### src/rtl/pwm_output_driver.sv
// 16-pin output driver: each pin forced low, static high, or a shared PWM waveform.
// Optional macro DUTY_SHADOW_EN: duty is sampled only at the period wrap (glitch-free updates).
`timescale 1ns/1ps
module pwm_output_driver #(
    parameter int PRESCALE = 13,
    parameter int CNT_W    = 8
) (
    input  logic        clk,
    input  logic        rst_n,
    input  logic [7:0]  en_reg_out_7_0,
    input  logic [7:0]  en_reg_out_15_8,
    input  logic [7:0]  en_reg_pwm_7_0,
    input  logic [7:0]  en_reg_pwm_15_8,
    input  logic [7:0]  pwm_duty_cycle,
    output logic [15:0] out,
    output logic        period_start
);

    localparam int               PS_W    = 16;
    localparam logic [PS_W-1:0]  PS_LAST = PS_W'(PRESCALE - 1);

    logic [PS_W-1:0]  prescaler_q, prescaler_d;
    logic [CNT_W-1:0] pwm_cnt_q, pwm_cnt_d;
    logic [15:0]      out_q, out_d;
    logic             period_start_q, period_start_d;
    logic             tick;
    logic             wrap;
    logic [CNT_W-1:0] duty_eff;
    logic             pwm_sig;
    logic [15:0]      en;
    logic [15:0]      pm;

    // Full-scale duty is treated as 100 %, otherwise the last counter step would dip low.
    function automatic logic pwm_level(input logic [CNT_W-1:0] cnt, input logic [CNT_W-1:0] duty);
        if (duty == {CNT_W{1'b1}}) begin
            return 1'b1;
        end
        return (cnt < duty);
    endfunction

    assign en   = {en_reg_out_15_8, en_reg_out_7_0};
    assign pm   = {en_reg_pwm_15_8, en_reg_pwm_7_0};
    assign tick = (prescaler_q == PS_LAST);
    assign wrap = tick && (pwm_cnt_q == {CNT_W{1'b1}});

`ifdef DUTY_SHADOW_EN
    logic [CNT_W-1:0] duty_shadow_q, duty_shadow_d;

    always_comb begin
        duty_shadow_d = duty_shadow_q;
        if (wrap) begin
            duty_shadow_d = pwm_duty_cycle;
        end
    end

    always_ff @(posedge clk or negedge rst_n) begin
        if (!rst_n) begin
            duty_shadow_q <= '0;
        end else begin
            duty_shadow_q <= duty_shadow_d;
        end
    end

    assign duty_eff = duty_shadow_q;
`else
    assign duty_eff = pwm_duty_cycle;
`endif

    assign pwm_sig = pwm_level(pwm_cnt_q, duty_eff);

    always_comb begin
        prescaler_d    = tick ? '0 : prescaler_q + 1'b1;
        pwm_cnt_d      = tick ? pwm_cnt_q + 1'b1 : pwm_cnt_q;
        period_start_d = wrap;
        out_d          = (en & ~pm) | (en & pm & {16{pwm_sig}});
    end

    always_ff @(posedge clk or negedge rst_n) begin
        if (!rst_n) begin
            prescaler_q    <= '0;
            pwm_cnt_q      <= '0;
            out_q          <= '0;
            period_start_q <= 1'b0;
        end else begin
            prescaler_q    <= prescaler_d;
            pwm_cnt_q      <= pwm_cnt_d;
            out_q          <= out_d;
            period_start_q <= period_start_d;
        end
    end

    assign out          = out_q;
    assign period_start = period_start_q;

endmodule

### config.mk
export PLATFORM = sky130hd
export DESIGN_NAME = pwm_output_driver
export DESIGN_NICKNAME = d
export VERILOG_FILES = /design/src/rtl/pwm_output_driver.sv
export SDC_FILE = /design/constraint.sdc
export NUM_CORES = 1
export LEC_CHECK = 0
export CAP_MARGIN = 40
export CORE_MARGIN = 8
export CORE_UTILIZATION = 40
export DETAILED_ROUTE_END_ITERATION = 8
export PLACE_DENSITY = 0.73
export SLEW_MARGIN = 15
export SYNTH_ARGS = -nofsm -noshare
export SYNTH_HDL_FRONTEND = slang
export SYNTH_SLANG_ARGS = --single-unit
### constraint.sdc
create_clock -name clk -period 2.3 [get_ports clk]
set_input_delay 0.23 -clock clk [delete_from_list [all_inputs] [get_ports clk]]
set_output_delay 0.23 -clock clk [all_outputs]
set_load 0.01 [all_outputs]
## After elaboration in Yosys (flattened, before gate mapping)

Index checks and enable logic that the tools add are counted.

| word-level totals | value |
|---|---|
| register bits | 41 |
| input port bits | 42 |
| output and inout port bits | 17 |
| word-level logic and storage cells | 20 |

| operators by class | value |
|---|---|
| $add $sub $neg | 2 |
| $lt $le $gt $ge | 1 |
| equal/unequal tests | 3 |
| mux-type cells | 4 |
| bitwise logic cells | 5 |
| reductions and logical operators | 1 |

Operators with widths:

| operator | number |
|---|---|
| 16-bit AND | 3 |
| 16-bit by 1-bit adder with 16-bit output (second input constant) | 1 |
| 16-bit by 4-bit equality test with 1-bit output (second input constant) | 1 |
| 8-bit equality test (second input constant) | 2 |
| 16-bit 2-to-1 mux | 1 |
| 16-bit inverter | 1 |
| 16-bit bitwise OR | 1 |
| 8-bit by 1-bit adder with 8-bit output (second input constant) | 1 |
| 8-bit less-than comparator | 1 |
| 1-bit 2-to-1 mux | 3 |
| 1-bit logical AND | 1 |

## Depth between registers and ports, before layout

| depth | value |
|---|---|
| depth after elaboration | 5 |
| mapped depth | 7 |
| depth with buffers taken out | 6 |

## Worst setup path before layout

No wires, ideal clock.

| path | value |
|---|---|
| path kind | reg2reg |
| start | register pwm_cnt_q[2] |
| end | register out_q[10] (netlist: out[10]) |
| data arrival time | 1.488 ns |
| required time | 2.178 ns |
| slack | 0.690 ns |
| cell stages (with the launch flop) | 7 |
| clock period less this slack | 1.610 ns |
| path through | dfrtp_1 ha_1 o21a_1 o22ai_1 o32ai_4 buf_6 a21boi_2 |

| on the way | value |
|---|---|
| longest elaborated chain between the ends | 4 |

RTL lines:

| element | RTL line | text |
|---|---|---|
| start: declaration | 23 | `logic [CNT_W-1:0] pwm_cnt_q, pwm_cnt_d;` |
| start signal: assignment | 86 | `pwm_cnt_q <= pwm_cnt_d;` |
| 8-bit less-than comparator | 38 | `return (cnt < duty);` |
| 1-bit 2-to-1 mux | 38 |  |
| 16-bit AND | 75 | `out_d = (en & ~pm) \| (en & pm & {16{pwm_sig}});` |
| 16-bit bitwise OR | 75 |  |
| named net out_d[10] | 24 | `logic [15:0] out_q, out_d;` |
| end signal: assignment | 87 | `out_q <= out_d;` |
| end: declaration | 24 |  |

The timed path passes the listed nets, and every way through them passes these cells.
A chain may end at the register's enable or synchronous reset.

## Final worst setup path

| path | value |
|---|---|
| start | input port pwm_duty_cycle[3] |
| end | register out_q[10] (netlist: out[10]) |

| on the way | value |
|---|---|
| longest elaborated chain between the ends | 5 |

RTL lines:

| element | RTL line | text |
|---|---|---|
| start: declaration | 14 | `input logic [7:0] pwm_duty_cycle,` |
| parallel branches: the longest is 2 deep, another holds 8-bit less-than comparator | -- |  |
| 1-bit 2-to-1 mux * | 38 |  |
| 16-bit AND * | 75 |  |
| 16-bit bitwise OR * | 75 |  |
| named net out_d[10] | 24 |  |

Mark *: on every way through the listed nets, which the timed path passes.

==> results.md <==
* GRT Util Overall at 12.3%
* Period minus WS final at 1.78 ns
* Reg2Reg Depth at 6
* Avg Synthesized Cell Area at 12.3 um2
* Worst min-delay path category: primary input to async pin
* R2r setup slk at 0.52 ns
* CTS Buffer Depth at 2
* Max_cap viols at 0
* Worst flop-to-flop path startpoint: pwm_cnt_q[2]
* Routability-driven placement congestion ratio at 0.767
* Kind of critical path: primary input to register
* Syn Std Cell Area at 0.00192 mm2
* Drt first pass iters at 4
* Root buffer cell: clkbuf_8
* Worst slew pin tran at 0.443 ns
* Final Hold Viols at 0
* Overflow after GRT at 0
* Critical path fanouts, max at 9
* Core area at 0.00469 mm2
* Share of cells above drive strength 1 at 12.1%
* Relative slew slack at 70.4%
* HPWL Detailed at 3.30 mm
* Wire per inst at 14.5 um
* TritonCTS buffer count at 5
* Pwr dens at 575 mW/mm2
* Clk slew on worst S/H paths at 0.08 ns
* Arr. time, crit path at 1.97 ns
* Residual DRC at 0
* Sequential Power Share at 46.8%
* Setup bufs post-CTS at 0
* Internal at 0.00127 W
* Count of cell types in the netlist at 28
* Register area at 0.00103 mm2
* RSZ-0062 raised after global routing: no
* Top cell type's share of synthesized area at 53.3%
* Initial Util at 41.0%
* Multi-input logic area at 838 um2
* Leakage at 1.19 nW
* Most area-hungry cell type in the Yosys netlist: dfrtp_1
* Die Area at 0.00729 mm2
* Pins Over Slew Limit at 0
* CTS tree: done
* Setup Total Neg Slack at 0 ns
* WHS at 0.406 ns
* Tcrit/Tclk final at 77.6%
* Post-CTS sizing at 0
* Synth-to-Final Area Change at 42.6%
* Max VDD drop at 0.000287 V
* Setup ws final at 0.516 ns
* Number of global-route vias before repair at 1578
* Main area contributors after synthesis: dfrtp_1 53%, ha_1 6.5%, xnor2_1 6.4%
* CP max stage delay at 0.48 ns
* Clk Latency, worst-skew pair at 0.29 ns
* Row cnt at 25
* PortBufs at 58
* WL final at 4.04 mm
* Req. time, crit path at 2.49 ns
* Antenna violations before repair at 0
* Crit. End Element: register
* Fillers at 409
* Setup WS pre-CTS at 0.181 ns
* Htree depth at 2
* First-pass GRT wire length at 7.18 mm
* Seq/Total Area, Yosys at 53.3%
* CP Cell Sequence: clkdlybuf4s50_1 -> inv_1 -> ha_1 -> o21a_1 -> o22ai_1 -> o32ai_4 -> buf_12 -> a21boi_2
* Max Freq at 560 MHz
* Combinational share of power at 10.3%
* Chip Width at 85.4 um
* N_diodes at 0
* CP max-delay cell: clkdlybuf4s50_1
* Via density at 4.93
* Largest net degree at the start of global routing at 25
* Crit path launch type: primary input
* Mapped Cells at 156
* Reg2reg end: out[10]
* Via Count at 1370
* Final setup fails at 0
* CTS sink count at 41
* Top Ports at 59
* Psw at 0.000303 W
* Synth warn at 0
* Final nets at 275
* Clock skew at 0.00653 ns
* Switching Share at 19.2%
* Post-DRT Antenna Nets at 0
* Clock network power share at 42.9%
* FF+latch count, synth at 41
* Post-synthesis net count at 208
* Die height at 85.4 um
* Hold_buf cts at 1
* Outcome: finished clean
* Iter 0 DRT Violations at 55
cell type report:
type	instances	share of cell area, %
Clock buffer	5	2.51
Timing Repair Buffer	62	23.3
Clock inverter	3	2.37
Tap cell	54	2.46
Sequential cell	41	37.4
Multi-Input combinational cell	103	30.6
Inverter	10	1.37
synthesized netlist by cell type:
master and count:
dfrtp_1 41, xnor2_1 14, a21boi_2 10, ha_1 10, inv_1 10, nor2_1 10
nand4_1 9, nand2_1 7, nand3_1 7, xor2_1 7, a21boi_0 6, and4_1 4
a21oi_1 2, and3_1 2, buf_6 2, nor2b_1 2, o21a_1 2, a2111oi_4 1
and2_1 1, and4bb_2 1, mux2_2 1, nand2b_1 1, nand2b_4 1, nor3_1 1
nor4_1 1, nor4b_1 1, o22ai_1 1, o32ai_4 1
layout by cell type (no fill, tap or decap), types with 2 or more instances in the layout:
master            n
clkbuf_8          5
a21oi_1           2
o21a_1            2
xor2_1            7
nand4_1           9
inv_1            10
nor2_1           10
nand3_1           7
nor2b_1           2
nand2_1           7
bufinv_16         2
a21boi_0          6
dfrtp_1          41
clkdlybuf4s50_1  57
and4_1            4
ha_1             10
a21boi_2         10
xnor2_1          14
and3_1            2
routing by layer:
metal	up-vias	part of all wire, %	wire length [um]	global-route usage, %
li1	677	-	-	-
met1	654	42	1680	13.4
met2	34	51	2080	21.2
met3	5	5.9	240	4.44
met4	0	1.1	45	4.78
met5	-	0	0	0
flip-flops by register name, indices dropped and copies added (netlist names):
signal / count
period_start: 1
out: 16
prescaler_q: 16
pwm_cnt_q: 8
worst max path at each step:
stage	end	slack [ns]	depth (start not counted)	start
global route	pwm_cnt_q[1]	0.39	5	prescaler_q[0]
floorplan	out[10]	0.69	6	pwm_cnt_q[2]
detailed placement	out[10]	0.18	8	pwm_duty_cycle[3]
finish	out[10]	0.52	8	pwm_duty_cycle[3]
CTS	out[10]	0.49	6	pwm_cnt_q[2]
global placement	out[8]	0.22	8	pwm_duty_cycle[3]
metrics by stage:
step | total power, W | utilization [%] | area, um2 | std cells
5_1_grt | 0.00165 | 58.5 | 2740 | 278
3_3_place_gp | 0.000909 | 54.8 | 2570 | 268
3_5_place_dp | 0.000918 | 55.4 | 2600 | 269
4_1_cts | 0.00160 | 58.5 | 2740 | 278
6_report | 0.00158 | 58.5 | 2740 | 278
2_1_floorplan | 0.000789 | - | 1920 | 156
power by group through the flow:
stage / combinational [W] / sequential (W) / clock, W
4_1_cts: 0.000166 / 0.000739 / 0.000693
2_1_floorplan: 0.0000280 / 0.000761 / 0
5_1_grt: 0.000178 / 0.000740 / 0.000737
6_report: 0.000162 / 0.000738 / 0.000676
3_3_place_gp: 0.000156 / 0.000753 / 0
3_5_place_dp: 0.000165 / 0.000753 / 0
kinds of logic after synthesis:
logic type               count (synthesis)  synth area share (%)
flip-flops                              41                  53.3
buffers and inverters                   12                  3.12
multiplexers                             1                 0.585
XOR/XNOR                                21                  9.56
AND/OR/NAND/NOR                         48                  14.2
AO/OA/AOI/OAI                           23                  12.7
adder cells (fa/ha/maj)                 10                  6.50
critical path: cells and delay by family:
family / cells / cell delay [ns]
adder cells (fa/ha/maj): 1 / 0.27
AO/OA/AOI/OAI: 4 / 0.74
buffers and inverters: 3 / 0.73
Note: power is estimated with default switching activity, not from simulation.
